<file path="config.mk">
export PLATFORM = sky130hd
export DESIGN_NAME = fcmp_pipe
export DESIGN_NICKNAME = d
export VERILOG_FILES = /design/src/rtl/fpu_cmp_pkg.sv /design/src/rtl/fcmp_key.sv /design/src/rtl/fcmp_pipe.sv
export SDC_FILE = /design/constraint.sdc
export NUM_CORES = 1
export LEC_CHECK = 0
export ABC_CLOCK_PERIOD_IN_PS = 2000
export CORE_ASPECT_RATIO = 2
export CORE_MARGIN = 5
export CORE_UTILIZATION = 30
export DETAILED_ROUTE_END_ITERATION = 8
export HOLD_SLACK_MARGIN = 0.15
export MAX_ROUTING_LAYER = met4
export PLACE_DENSITY = 0.58
export SETUP_SLACK_MARGIN = 0.02
export SLEW_MARGIN = 20
export SYNTH_ARGS = -nofsm -noshare
export SYNTH_HDL_FRONTEND = slang
export SYNTH_SLANG_ARGS = --single-unit
</file>
<file path="constraint.sdc">
create_clock -name clk -period 2 [get_ports clk]
set_input_delay 0.4 -clock clk [delete_from_list [all_inputs] [get_ports clk]]
set_output_delay 0.4 -clock clk [all_outputs]
set_load 0.005 [all_outputs]
</file>
<file path="src/rtl/fpu_cmp_pkg.sv">
// fpu_cmp_pkg
// Shared definitions for the pipelined floating-point compare unit.
// Contents:
//   cmp_op_e       - compare opcode (feq / flt / fle / reserved)
//   FP_W, KEY_W    - operand and ordered-key widths
//   ZERO_KEY       - key shared by +0 and -0 so the two compare equal
//   TRUE_W/FALSE_W - 32-bit result words written back to the register file
package fpu_cmp_pkg;

    localparam int FP_W  = 32;
    localparam int KEY_W = 32;

    typedef enum logic [1:0] {
        OP_FEQ = 2'b00,
        OP_FLT = 2'b01,
        OP_FLE = 2'b10,
        OP_RSV = 2'b11
    } cmp_op_e;

    localparam logic [KEY_W-1:0] ZERO_KEY = 32'h8000_0000;
    localparam logic [FP_W-1:0]  TRUE_W   = 32'h0000_0001;
    localparam logic [FP_W-1:0]  FALSE_W  = 32'h0000_0000;

endpackage

</file>
<file path="src/rtl/fcmp_key.sv">
// fcmp_key
// Combinational map from an IEEE-754 single-precision bit pattern to a
// 32-bit key whose unsigned order matches numeric order.
// Ports:
//   x   - operand bit pattern
//   key - ordered key
module fcmp_key
    import fpu_cmp_pkg::*;
(
    input  logic [FP_W-1:0]  x,
    output logic [KEY_W-1:0] key
);

    // Both zeros collapse to one key. Negative values are fully inverted so
    // a larger magnitude lands lower; positive values get the top bit set so
    // they sit above every negative value.
    always_comb begin
        if (x[30:0] == 31'h0) begin
            key = ZERO_KEY;
        end else if (x[31]) begin
            key = ~x;
        end else begin
            key = {1'b1, x[30:0]};
        end
    end

endmodule

</file>
<file path="src/rtl/fcmp_pipe.sv">
// fcmp_pipe
// Two-stage pipelined floating-point compare (feq / flt / fle) with
// valid/ready handshakes on both sides and an opaque tag carried through.
// Stage 1 registers the ordered keys of both operands; stage 2 registers
// the compare result, which drives the output directly.
// Ports:
//   clk, rstn            - clock, synchronous active-low reset
//   in_valid / in_ready  - upstream handshake
//   op, x1, x2, tag      - operation, operands, tag
//   out_valid / out_ready- downstream handshake
//   y, out_tag           - result (32'h0 / 32'h1) and its tag
module fcmp_pipe
    import fpu_cmp_pkg::*;
#(
    parameter int TAG_W = 5
) (
    input  logic             clk,
    input  logic             rstn,
    input  logic             in_valid,
    output logic             in_ready,
    input  logic [1:0]       op,
    input  logic [FP_W-1:0]  x1,
    input  logic [FP_W-1:0]  x2,
    input  logic [TAG_W-1:0] tag,
    output logic             out_valid,
    input  logic             out_ready,
    output logic [FP_W-1:0]  y,
    output logic [TAG_W-1:0] out_tag
);

    logic [KEY_W-1:0] k1, k2;

    logic             s1_valid_q, s1_valid_d;
    logic [KEY_W-1:0] s1_k1_q, s1_k1_d;
    logic [KEY_W-1:0] s1_k2_q, s1_k2_d;
    cmp_op_e          s1_op_q, s1_op_d;
    logic [TAG_W-1:0] s1_tag_q, s1_tag_d;

    logic             s2_valid_q, s2_valid_d;
    logic [FP_W-1:0]  y_q, y_d;
    logic [TAG_W-1:0] out_tag_q, out_tag_d;

    logic             s1_adv, s2_adv;
    logic             key_eq, key_lt;
    logic [FP_W-1:0]  cmp_y;

    fcmp_key u_key1 (.x(x1), .key(k1));
    fcmp_key u_key2 (.x(x2), .key(k2));

    // A stage may take new contents when it is empty or its occupant is
    // leaving this cycle; in_ready therefore ripples back from out_ready.
    always_comb begin
        s2_adv = !s2_valid_q || out_ready;
        s1_adv = !s1_valid_q || s2_adv;
    end

    // Stage-2 compare on the registered keys.
    always_comb begin
        key_eq = (s1_k1_q == s1_k2_q);
        key_lt = (s1_k1_q <  s1_k2_q);
        cmp_y  = FALSE_W;
        case (s1_op_q)
            OP_FEQ:  cmp_y = key_eq            ? TRUE_W : FALSE_W;
            OP_FLT:  cmp_y = key_lt            ? TRUE_W : FALSE_W;
            OP_FLE:  cmp_y = (key_lt | key_eq) ? TRUE_W : FALSE_W;
            default: cmp_y = FALSE_W;
        endcase
    end

    // Next-state for both stages. A stage that advances without a new
    // occupant clears its valid bit (bubble); data is only loaded when a
    // real operation moves in, so a held output never changes.
    always_comb begin
        s1_valid_d = s1_valid_q;
        s1_k1_d    = s1_k1_q;
        s1_k2_d    = s1_k2_q;
        s1_op_d    = s1_op_q;
        s1_tag_d   = s1_tag_q;
        s2_valid_d = s2_valid_q;
        y_d        = y_q;
        out_tag_d  = out_tag_q;

        if (s1_adv) begin
            s1_valid_d = in_valid;
            if (in_valid) begin
                s1_k1_d  = k1;
                s1_k2_d  = k2;
                s1_op_d  = cmp_op_e'(op);
                s1_tag_d = tag;
            end
        end

        if (s2_adv) begin
            s2_valid_d = s1_valid_q;
            if (s1_valid_q) begin
                y_d       = cmp_y;
                out_tag_d = s1_tag_q;
            end
        end
    end

    // Pipeline registers; reset drops every in-flight operation.
    always_ff @(posedge clk) begin
        if (!rstn) begin
            s1_valid_q <= 1'b0;
            s1_k1_q    <= ZERO_KEY;
            s1_k2_q    <= ZERO_KEY;
            s1_op_q    <= OP_FEQ;
            s1_tag_q   <= '0;
            s2_valid_q <= 1'b0;
            y_q        <= FALSE_W;
            out_tag_q  <= '0;
        end else begin
            s1_valid_q <= s1_valid_d;
            s1_k1_q    <= s1_k1_d;
            s1_k2_q    <= s1_k2_d;
            s1_op_q    <= s1_op_d;
            s1_tag_q   <= s1_tag_d;
            s2_valid_q <= s2_valid_d;
            y_q        <= y_d;
            out_tag_q  <= out_tag_d;
        end
    end

    always_comb begin
        in_ready  = s1_adv;
        out_valid = s2_valid_q;
        y         = y_q;
        out_tag   = out_tag_q;
    end

endmodule

</file>
# Word-level counts from Yosys, hierarchy flattened
# Cells that the tools add are included.
# W data, S select, Z words.
dict set report op_classes {
  bitwise_logic 3
  eq_ne 3
  n_mux 8
  reduce_logical 9
  n_lt_le_gt_ge 1
}
# operator n
set op_table {}
lappend op_table {{$mux W32} 4}
lappend op_table {{$not A32 Y32} 2}
lappend op_table {{$logic_not A31 Y1} 2}
lappend op_table {{$eq A32 B32 Y1} 1}
lappend op_table {{$lt A32 B32 Y1} 1}
lappend op_table {{$reduce_and A2 Y1} 2}
lappend op_table {{$mux W1} 3}
lappend op_table {{$pmux W1 S3} 1}
lappend op_table {{$eq A2 B1 Y1 const B} 1}
lappend op_table {{$eq A2 B2 Y1 const B} 1}
lappend op_table {{$logic_not A1 Y1} 2}
lappend op_table {{$logic_not A2 Y1} 1}
lappend op_table {{$logic_or A1 B1 Y1} 2}
lappend op_table {{$or A1 B1 Y1} 1}
dict set report totals {
  ff_bits 110
  elab_cells 32
  inputBits 75
}

# Logic depth before layout (Yosys ltp)
# Gate-level depths: netlist of the first run.
dict set report logic_depth {
  ltp_word 4
  ltp_mapped 7
  ltp_nobuf 7
}

# Modules after synthesis
# Synthesis of the first run repeated with hierarchy kept, for this count alone.
dict set report hier_totals {
  cells_unflattened 660
  hier_area_um2 5308.8
}
# module area_per_inst_um2 cells_per_inst n_inst
set modules_own_cells {}
lappend modules_own_cells {fcmp_pipe 3992.6 490 1}
lappend modules_own_cells {fcmp_key 658.1 85 2}

# Least setup slack after synthesis of the first run
# OpenSTA, ideal clock, no wires.
dict set report synth_path {
  kind {register -> register}
  startpoint {reg s1_k2_q[14]}
  endpoint {reg y_q[0] (netlist: y[0])}
  t_arrival_ns 1.516
  path_stages_with_launch 8
  synth_period_minus_slack_ns 1.639
  setup_ns 0.123
  setup_slack_ns 0.361
  required_ns 1.877
  n_path_buf 0
  path_cell_list {dfxtp_1 -> inv_1 -> ha_1 -> nand4_1 -> nor4_1 -> o21ai_0 -> a311oi_1 -> nor3_1}
}
dict set report synth_via {
  elab_chain_cells 4
  elab_cells_between_ends 7
  cone_classes {1 x order compare; 1 x eq/ne; 4 x mux; 1 x bitwise}
}
# item line_no
set synth_rtl {}
lappend synth_rtl {{start: declaration} fcmp_pipe.sv:35} ;# logic [KEY_W-1:0] s1_k2_q, s1_k2_d;
lappend synth_rtl {{start signal: assignment} fcmp_pipe.sv:116} ;# s1_k2_q <= s1_k2_d;
lappend synth_rtl {{$lt A32 B32 Y1 or $eq A32 B32 Y1 (tied branches)} {fcmp_pipe.sv:60, fcmp_pipe.sv:59}}
lappend synth_rtl {{$or A1 B1 Y1} fcmp_pipe.sv:65} ;# OP_FLE: cmp_y = (key_lt | key_eq) ? TRUE_W : FALSE_W;
lappend synth_rtl {{$mux W1} fcmp_pipe.sv:65}
lappend synth_rtl {{$pmux W1 S3 *} fcmp_pipe.sv:62} ;# case (s1_op_q)
lappend synth_rtl {{end signal: assignment} fcmp_pipe.sv:120} ;# y_q <= y_d;
lappend synth_rtl {{end: declaration} fcmp_pipe.sv:40} ;# logic [FP_W-1:0] y_q, y_d;
# Every way passes the cells marked *; elsewhere a longest branch is shown, timed or not.
# A chain may end at the register's enable or synchronous reset.

# Worst setup path in the final report of the first run
dict set report layout_path {
  startpoint {in x2[26]}
  endpoint {reg s1_k2_q[21]}
}
dict set report layout_via {
  elab_chain_cells 2
}
# item line_no
set layout_rtl {}
lappend layout_rtl {{start: declaration} fcmp_pipe.sv:23} ;# input logic [FP_W-1:0] x2,
lappend layout_rtl {{$logic_not A31 Y1} fcmp_key.sv:18} ;# if (x[30:0] == 31'h0) begin
lappend layout_rtl {{$mux W32} fcmp_key.sv:18}
# Every way passes these cells.

==> impl_metrics.env, run 1 <==
export IMPL_insertion_delay_ns=0.33
export IMPL_async_reset_ff_share_pct=0
export IMPL_whs_ns=0.462
export IMPL_clockBufferDepth=2
export IMPL_hp_class="reg2reg"
export IMPL_cp_start_kind="input port"
export IMPL_peakVddDrop_mv=0.506
export IMPL_r2r_slack_ns=0.13
export IMPL_setup_viol=0
export IMPL_area_growth_pct=43.4
export IMPL_antenna_found_initial=0
export IMPL_clock_fmax_ghz=0.509
export IMPL_rows=64
export IMPL_muxShareOfSynthArea_pct=0
export IMPL_synth_edf_count=0
export IMPL_drc=0
export IMPL_finalHoldViolations=0
export IMPL_ys_ff_latch=79
export IMPL_cp_depth=8
export IMPL_antenna_left=0
export IMPL_critPathTopFamily="buffers and inverters"
export IMPL_synthSimpleGateAreaFrac_pct=16.9
export IMPL_timing_rr_end="y[0]"
export IMPL_grt_max_degree=35
export IMPL_die_x_um=97.9
export IMPL_post_route_cells_drive_above_1_share_pct=21.8
export IMPL_leakage_nw=2.75
export IMPL_netlist_instances=517
export IMPL_placed_cells=854
export IMPL_period_minus_slack_ns=1.97
export IMPL_post_route_util_pct=43.7
export IMPL_die_area_mm2=0.0182
export IMPL_postSynthAreaPerCell_um2=8.96
export IMPL_fin_tns_setup_ns=0
export IMPL_setup_ws_ns=0.0344
export IMPL_slowest_delay_ns=0.49
export IMPL_cts_sinks=79
export IMPL_dpl_hpwl_um=9950
export IMPL_initial_core_util_pct=30.5
export IMPL_num_vias=4021
export IMPL_crit_path_max_fanout=32
export IMPL_hold_buffers=0
export IMPL_io_buffer_count=82
export IMPL_skew_ns=0.00774
export IMPL_run_status="finished clean"
export IMPL_holdPathEnd="s1_tag_q[2]"
export IMPL_grt_first_pass_wirelength_um=19700
export IMPL_synth_top_family_by_area="simple AND/OR/NAND/NOR gates"
export IMPL_overflow=0
export IMPL_gp_congestion=0.870
export IMPL_synth_compound_area_share_pct=16.9
export IMPL_netlist_area_mm2=0.00463
export IMPL_clk_pin_slew_ns=0.06
export IMPL_drt_iter0_drc=77
export IMPL_io_pins=114
export IMPL_yosys_area_share_xor_xnor_pct=11.9
export IMPL_path_cells="clkdlybuf4s50_1, nor4_4, buf_4, nand4_1, o21a_2, buf_12, a22oi_1, nor2b_1"
export IMPL_criticalPathCategory="in2reg"
export IMPL_pwr_density_cell_mw_per_mm2=674
export IMPL_die_y_um=186
export IMPL_cts_htree_levels=3
export IMPL_critPathBufInv=3
export IMPL_fin_cells=872
export IMPL_n_fill_cell=1478
export IMPL_diodes=0
export IMPL_place_ws_ns=-0.433
export IMPL_grt_use_total_pct=13.9
export IMPL_drv_slew=0
export IMPL_final_cell_mix="buf_4 (82), clkdlybuf4s50_1 (77), dfxtp_1 (76)"
export IMPL_wl_per_cell_um=14.2
export IMPL_grt_setup_unrepaired="true"
export IMPL_cts_made_buffers=9
export IMPL_maxCapViolations=0
export IMPL_first_global_vias=4165
export IMPL_drt_pass1_iterations=6
export IMPL_yosys_area_share_adder_pct=8.64
export IMPL_crit_path_end_kind="flop"
export IMPL_whs_path_depth=2
export IMPL_nets=776
export IMPL_min_delay_start="s1_tag_q[2]"
export IMPL_cp_arrival_ns=2.18
export IMPL_finalPower_mw=4.48
export IMPL_cts_root_buffer="clkbuf_16"
export IMPL_synth_main_ff_cell="dfxtp_1"
export IMPL_core_area_mm2=0.0152
export IMPL_final_area_mm2=0.00665
export IMPL_worstReg2RegStart="s1_k2_q[9]"
export IMPL_via_per_inst=4.61
export IMPL_rr_worst_depth=8
export IMPL_worstPathRequired_ns=2.22
export IMPL_cts_tree="done"
export IMPL_yosys_warnings=0
export IMPL_final_common_cell="buf_4"
export IMPL_fin_crit_sh_pct=98.3
export IMPL_wl_um=12400
export IMPL_synthDistinctLibCells=36
export IMPL_seq_area_frac_synth_pct=34.1
export IMPL_place_area_mm2=0.00612
export IMPL_slowest_stage="clkdlybuf4s50_1"
## registers in the layout, summed over array words and instances (netlist names)
signal / flops
s1_op_q: 2
out_tag: 5
y: 1
s1_k1_q: 32
s1_k2_q: 32
out_valid: 1
s1_valid_q: 1
s1_tag_q: 5
## worst register-to-register path, stage by stage, from the launching register on
cell      delay, ns
dfxtp_2        0.34
inv_1          0.05
ha_1           0.28
nand4_1        0.15
nor4_2         0.35
buf_4          0.17
o21ai_1        0.06
a311oi_1       0.27
nor3_1         0.08
## cells by family after synthesis
logic type      Yosys count
xor+xnor                 63
other cells               1
compound gates          108
fa+ha+maj                32
buf+inv                  94
simple gates            140
flops                    79
## synthesized netlist by cell type (2+ instances only)
cell type   n  area (um^2)
nor4_1     15         93.8
nand2_1    36          135
o21ai_0     7         35.0
a21boi_0   14          105
buf_4      31          233
nand2b_1    4         25.0
nor2b_1    63          394
xor2_1     62          543
nor3_1      4         20.0
buf_6       6         67.6
o21a_1      2         15.0
ha_1       32          400
nand4_1    11         68.8
nor2_1      3         11.3
a21oi_1    12         60.1
inv_1      34          128
clkbuf_1   10         37.5
buf_2      13         65.1
nand3_1     2         10.0
a22oi_1    62          465
dfxtp_1    79         1580
## worst max path at each step
| stage | startpoint | to | slack [ns] |
|---|---|---|---|
| after detailed placement | x2[26] | s1_k2_q[3] | -0.43 |
| after global routing | x2[5] | s1_k2_q[21] | -0.01 |
| after floorplan | s1_k2_q[14] | y[0] | 0.36 |
| after global placement | x2[26] | s1_k2_q[27] | -0.37 |
| final | x2[26] | s1_k2_q[21] | 0.03 |
| after CTS | x2[4] | s1_k2_q[25] | 0.02 |
## routing by layer
layer | share of wire, % | up-vias | GRT usage (%)
li1 | - | 2022 | -
met1 | 36 | 1880 | 13.5
met2 | 56 | 98 | 26.7
met3 | 3.5 | 21 | 1.54
met4 | 3.8 | 0 | 7.32
met5 | 0 | - | -
## report_power, final
group	total, mW	switching (mW)	leakage, nW	internal, mW
clock network	1.70	0.654	0.153	1.05
logic	1.03	0.478	1.95	0.550
registers	1.75	0.0701	0.652	1.68
total	4.48	1.20	2.75	3.28
## area by class of cell
cell class / instances / area [um^2] / share of cell area, %
multi-input cells: 374 / 2820 / 42.4
flip-flops and latches: 79 / 1590 / 23.8
repair buffers: 171 / 1550 / 23.4
clock buffers: 11 / 253 / 3.80
well taps: 198 / 248 / 3.73
inverters: 34 / 128 / 1.92
clock inverters: 5 / 63.8 / 0.960
## timing repair
item	4_1_cts	5_1_grt
setup endpoints to repair	34	65
hold endpoints to repair	0	0
cloned	0	0
resized for setup	6	34
setup buffers	1	1
pin swaps	2	7
Power figures use the tool's default switching activity.
==> inputs of run 2 (changes only) <==
--- a/config.mk
+++ b/config.mk
@@ -6,6 +6,7 @@
 export NUM_CORES = 1
 export LEC_CHECK = 0
 export ABC_CLOCK_PERIOD_IN_PS = 2000
+export CAP_MARGIN = 20
 export CORE_ASPECT_RATIO = 2
 export CORE_MARGIN = 5
 export CORE_UTILIZATION = 30
@@ -13,8 +14,8 @@
 export HOLD_SLACK_MARGIN = 0.15
 export MAX_ROUTING_LAYER = met4
 export PLACE_DENSITY = 0.58
-export SETUP_SLACK_MARGIN = 0.02
 export SLEW_MARGIN = 20
 export SYNTH_ARGS = -nofsm -noshare
 export SYNTH_HDL_FRONTEND = slang
 export SYNTH_SLANG_ARGS = --single-unit
+export TNS_END_PERCENT = 30
==> run 2 against run 1 <==
- routed wire length increased by 1.4%
- clock skew increased by 0.00055 ns
- register-to-register slack lost 0.05 ns
- setup slack improved by 0.017 ns
- sequential power hardly changed
==> impl_metrics.env, run 2 (same netlist as run 1, synthesis figures left out) <==
export IMPL_final_common_cell="buf_4"
export IMPL_cts_tree="done"
export IMPL_final_cell_mix="buf_4 (83), dfxtp_1 (79), clkdlybuf4s50_1 (74)"
export IMPL_drt_pass1_iterations=5
export IMPL_io_pins=114
export IMPL_grt_max_degree=35
export IMPL_criticalPathCategory="in2reg"
export IMPL_worstPathRequired_ns=2.22
export IMPL_fin_tns_setup_ns=0
export IMPL_drv_slew=0
export IMPL_clockBufferDepth=2
export IMPL_pwr_share_seq_pct=39.2
export IMPL_via_per_inst=4.66
export IMPL_wl_per_cell_um=14.4
export IMPL_grt_use_total_pct=13.9
export IMPL_die_y_um=186
export IMPL_pwr_density_cell_mw_per_mm2=677
export IMPL_nets=776
export IMPL_power_share_switching_pct=26.8
export IMPL_run_status="finished clean"
export IMPL_area_growth_pct=42.0
export IMPL_antenna_left=0
export IMPL_rr_worst_depth=8
export IMPL_setup_viol=0
export IMPL_crit_path_end_kind="flop"
export IMPL_insertion_delay_ns=0.33
export IMPL_clk_pin_slew_ns=0.06
export IMPL_p_comb_share_pct=22.6
export IMPL_leakage_nw=2.78
export IMPL_peakVddDrop_mv=0.506
export IMPL_wl_um=12600
export IMPL_worstReg2RegStart="s1_k2_q[9]"
export IMPL_crit_path_max_fanout=16
export IMPL_initial_core_util_pct=30.5
export IMPL_cts_root_buffer="clkbuf_16"
export IMPL_post_route_cells_drive_above_1_share_pct=19.6
export IMPL_power_frac_clock_pct=38.2
export IMPL_cts_sinks=79
export IMPL_hp_class="reg2reg"
export IMPL_antenna_found_initial=0
export IMPL_overflow=0
export IMPL_skew_ns=0.00829
export IMPL_maxCapViolations=0
export IMPL_cts_made_buffers=9
export IMPL_num_vias=4067
export IMPL_grt_first_pass_wirelength_um=19700
export IMPL_hold_buffers=0
export IMPL_cts_htree_levels=3
export IMPL_cp_arrival_ns=2.17
export IMPL_first_global_vias=4158
export IMPL_cp_start_kind="input port"
export IMPL_core_area_mm2=0.0152
export IMPL_dpl_hpwl_um=9950
export IMPL_setup_ws_ns=0.0512
export IMPL_place_ws_ns=-0.433
export IMPL_min_delay_start="s1_tag_q[2]"
export IMPL_drc=0
export IMPL_clock_fmax_ghz=0.513
export IMPL_die_area_mm2=0.0182
export IMPL_whs_path_depth=2
export IMPL_diodes=0
export IMPL_period_minus_slack_ns=1.95
export IMPL_finalHoldViolations=0
export IMPL_io_buffer_count=82
export IMPL_rows=64
export IMPL_p_int_mw=3.26
export IMPL_drt_iter0_drc=130
export IMPL_fin_crit_sh_pct=97.4
export IMPL_die_x_um=97.9
export IMPL_power_switching_mw=1.19
export IMPL_gp_congestion=0.870
export IMPL_reg_top3="s1_k1_q (32), s1_k2_q (32)"
export IMPL_grt_setup_unrepaired="true"
export IMPL_startpoint="x2[7]"
-- run 2: cell types whose count changed in the layout (fill, tap and decap cells not counted), sizes merged --
cell,delta
clkbuf,+1
dlymetal6s2s,+3
buf,-1
clkdlybuf4s50,-3
-- run 2: area by class of cell --
class | count | area [um^2]
multi-input cells | 374 | 2740
fillers | 1492 | 8630
flip-flops and latches | 79 | 1580
clock buffers | 11 | 253
repair buffers | 171 | 1570
clock inverters | 5 | 63.8
well taps | 198 | 248
inverters | 34 | 128
-- run 2: worst max-delay path: stages --
cell	delay [ns]
clkdlybuf4s50_1	0.44
nor4_2	0.21
buf_4	0.16
nand4_1	0.18
o21a_2	0.31
clkbuf_16	0.20
a22oi_1	0.17
nor2b_1	0.07
-- run 2: worst paths after layout --
check	slack [ns]	endpoint
worst min register to register	0.46	s1_tag_q[2]
worst min-delay path	0.46	s1_tag_q[2]
worst max-delay path	0.05	s1_k2_q[21]
worst max register to register	0.08	y[0]
-- run 2: repair_timing --
action	CTS	global route
pin swaps	2	5
resized for setup	3	21
setup endpoints to repair	33	64
setup buffers	0	1
cloned	0	1
-- run 2: power by group through the flow --
stage          clock, mW  sequential [mW]  combinational (mW)
2_1_floorplan          0             1.76               0.572
3_3_place_gp           0             1.77               0.951
3_5_place_dp           0             1.78               0.977
4_1_cts             1.73             1.74               0.989
5_1_grt             1.79             1.76                1.12
6_report            1.70             1.75                1.01
-- run 2: per-layer routing --
layer,share of wire [%],up-vias,GRT usage (%)
met4,3.8,0,7.32
met3,4.2,19,1.54
li1,-,2021,-
met2,56,117,26.5
met5,0,-,-
met1,36,1910,13.5
-- run 2: through the flow --
| stage | power (mW) | instances | utilization [%] | area, um^2 | hold WS (ns) |
|---|---|---|---|---|---|
| floorplan | 2.33 | 547 | - | 4750 | 0.440 |
| global placement | 2.72 | 854 | 40.2 | 6120 | 0.449 |
| CTS | 4.46 | 870 | 42.4 | 6450 | 0.465 |
| detailed placement | 2.76 | 854 | 40.2 | 6120 | 0.457 |
| finish | 4.45 | 872 | 43.3 | 6580 | 0.462 |
| global route | 4.66 | 872 | 43.3 | 6580 | 0.483 |
==> inputs of run 3 (changes only) <==
--- a/config.mk
+++ b/config.mk
@@ -5,6 +5,7 @@
 export SDC_FILE = /design/constraint.sdc
 export NUM_CORES = 1
 export LEC_CHECK = 0
+export ABC_AREA = 1
 export ABC_CLOCK_PERIOD_IN_PS = 2000
 export CAP_MARGIN = 20
 export CORE_ASPECT_RATIO = 2
==> run 3 against run 2 <==
- via count shrank 2.2%
- clock-buffer cell count stayed put
- cell count up 4.2%
- critical endpoint is now in_ready
==> impl_metrics.env, run 3 <==
export IMPL_setup_viol=0
export IMPL_fin_crit_sh_pct=94.0
export IMPL_worstPathRequired_ns=1.60
export IMPL_path_cells="clkdlybuf4s50_1, inv_1, nand3_2, clkdlybuf4s50_1"
export IMPL_critPathTopFamily="buffers and inverters"
export IMPL_whs_ns=0.423
export IMPL_regArea_mm2=0.00158
export IMPL_io_pins=114
export IMPL_first_global_vias=3765
export IMPL_antenna_left=0
export IMPL_criticalPathCategory="in2out"
export IMPL_clk_pin_slew_ns=0.06
export IMPL_cts_htree_levels=3
export IMPL_cp_arrival_ns=1.48
export IMPL_io_buffer_count=82
export IMPL_crit_path_end_kind="output pin"
export IMPL_async_reset_ff_share_pct=0
export IMPL_die_x_um=100
export IMPL_gp_congestion=0.786
export IMPL_num_vias=3979
export IMPL_area_growth_pct=25.6
export IMPL_hp_class="in2reg"
export IMPL_seq_area_frac_synth_pct=32.5
export IMPL_dpl_hpwl_um=8230
export IMPL_slowest_stage="clkdlybuf4s50_1"
export IMPL_leakage_nw=2.55
export IMPL_grt_use_total_pct=12.0
export IMPL_final_cell_mix="a21oi_1 (80), clkdlybuf4s50_1 (80), dfxtp_1 (79)"
export IMPL_path_common_cell="clkdlybuf4s50_1"
export IMPL_fin_tns_setup_ns=0
export IMPL_busiest_layer="met2"
export IMPL_cts_made_buffers=9
export IMPL_post_route_cells_drive_above_1_share_pct=6.10
export IMPL_postSynthAreaPerCell_um2=7.67
export IMPL_yosysMostFrequentCell="a21oi_1"
export IMPL_synth_area_top_cells="dfxtp_1 (33%), xor2_1 (11%), a21oi_1 (8.2%)"
export IMPL_ctsResizeCount=0
export IMPL_diodes=0
export IMPL_slowest_delay_ns=0.51
export IMPL_insertion_delay_ns=0.33
export IMPL_core_area_mm2=0.0161
export IMPL_synth_edf_count=0
export IMPL_wl_um=11000
export IMPL_netlist_area_mm2=0.00486
export IMPL_synth_main_ff_cell="dfxtp_1"
export IMPL_cts_tree="done"
export IMPL_yosys_warnings=0
export IMPL_drt_pass1_iterations=6
export IMPL_drt_iter0_drc=124
export IMPL_nets=808
export IMPL_netlist_instances=634
export IMPL_overflow=0
export IMPL_yosysTopAreaCellShare_pct=32.5
export IMPL_die_area_mm2=0.0190
export IMPL_antenna_found_initial=0
export IMPL_wl_per_cell_um=12.1
export IMPL_drv_slew=0
export IMPL_hold_buffers=0
export IMPL_gr_usage_met2_pct=17.8
export IMPL_grt_setup_unrepaired="false"
export IMPL_ys_top_cells_by_count="a21oi_1 (80), dfxtp_1 (79), o21ai_0 (75)"
export IMPL_finalHoldViolations=0
export IMPL_grt_use_met3_pct=2.61
export IMPL_grtUsageMet1_pct=16.8
export IMPL_grt_first_pass_wirelength_um=18500
export IMPL_cts_sinks=79
export IMPL_cts_root_buffer="clkbuf_16"
export IMPL_ys_ff_latch=79
export IMPL_die_y_um=190
export IMPL_multi_input_area_mm2=0.00274
export IMPL_crit_path_max_fanout=3
export IMPL_via_per_inst=4.38
export IMPL_maxCapViolations=0
export IMPL_period_minus_slack_ns=1.88
export IMPL_yosys_area_top_type="dfxtp_1"
export IMPL_clockBufferDepth=2
export IMPL_clock_fmax_ghz=0.532
export IMPL_pwr_density_cell_mw_per_mm2=707
export IMPL_rows=66
export IMPL_n_fill_cell=1681
export IMPL_post_cts_repair_setup_buffers=0
export IMPL_drc=0
export IMPL_reg_top3="s1_k1_q (32), s1_k2_q (32)"
export IMPL_initial_core_util_pct=30.2
export IMPL_skew_ns=0.00501
export IMPL_critPathBufInv=3
export IMPL_cp_start_kind="input port"
export IMPL_synthDistinctLibCells=31
export IMPL_grt_max_degree=64
export IMPL_peakVddDrop_mv=0.440
export IMPL_run_status="finished clean"
-- run 3: cell count changes after synthesis, sizes merged, moves of 9 or more --
cell    delta
o21ai    +134
a21oi     +67
nor2b     -64
a22oi     -62
nor2      +43
a21boi    -14
inv       +12
nor4       -9
-- run 3: cell families (layout without fill, tap and decap cells) --
family                     Yosys count  in the layout  share of synthesized area, %
other                                1             31                        0.0772
xor gates and xnor gates            63             63                          11.4
and+or+nand+nor                    116            116                          11.3
AOI/OAI and AO/OA                  223            223                          23.1
adders and majority gates           32             32                          8.24
DFF                                 79             79                          32.5
buffers and inverters              120            161                          13.4
-- run 3: layout make-up --
cell class	count	area share, %
Timing Repair Buffer	100	17.1
Sequential cell	79	25.9
Inverter	46	2.83
Clock inverter	4	0.882
Multi-Input combinational cell	465	44.9
Clock buffer	11	4.14
Tap cell	204	4.18
-- run 3: final timing paths --
| kind | from | endpoint | slack (ns) | cells after the start |
|---|---|---|---|---|
| max reg2reg | s1_k2_q[7] | y[0] | 0.54 | 8 |
| max | out_ready | in_ready | 0.12 | 4 |
| min | rstn | s1_k2_q[31] | 0.42 | 2 |
| min reg2reg | s1_tag_q[2] | s1_tag_q[2] | 0.48 | 2 |
-- run 3: per-layer routing --
| layer | share of wire [%] | wire [um] |
|---|---|---|
| met5 | 0 | 0 |
| met4 | 1.0 | 114 |
| met3 | 4.0 | 437 |
| met2 | 44 | 4860 |
| met1 | 51 | 5620 |
-- run 3: where the power goes --
| group | leakage, nW | switching (mW) | internal (mW) | total, mW |
|---|---|---|---|---|
| Combinational | 1.75 | 0.447 | 0.431 | 0.877 |
| Clock | 0.144 | 0.631 | 1.03 | 1.66 |
| Sequential | 0.657 | 0.0749 | 1.70 | 1.78 |
-- run 3: per-stage QoR --
| step | worst slack, ns | util (%) | total power, mW | instances | instance area (um^2) |
|---|---|---|---|---|---|
| floorplan | 0.695 | - | 2.38 | 664 | 4970 |
| global placement | -0.0276 | 36.0 | 2.68 | 894 | 5800 |
| detailed placement | -0.0250 | 36.0 | 2.69 | 894 | 5800 |
| CTS | 0.113 | 37.9 | 4.38 | 909 | 6100 |
| global route | 0.0599 | 37.9 | 4.57 | 909 | 6100 |
| finish | 0.121 | 37.9 | 4.32 | 909 | 6100 |
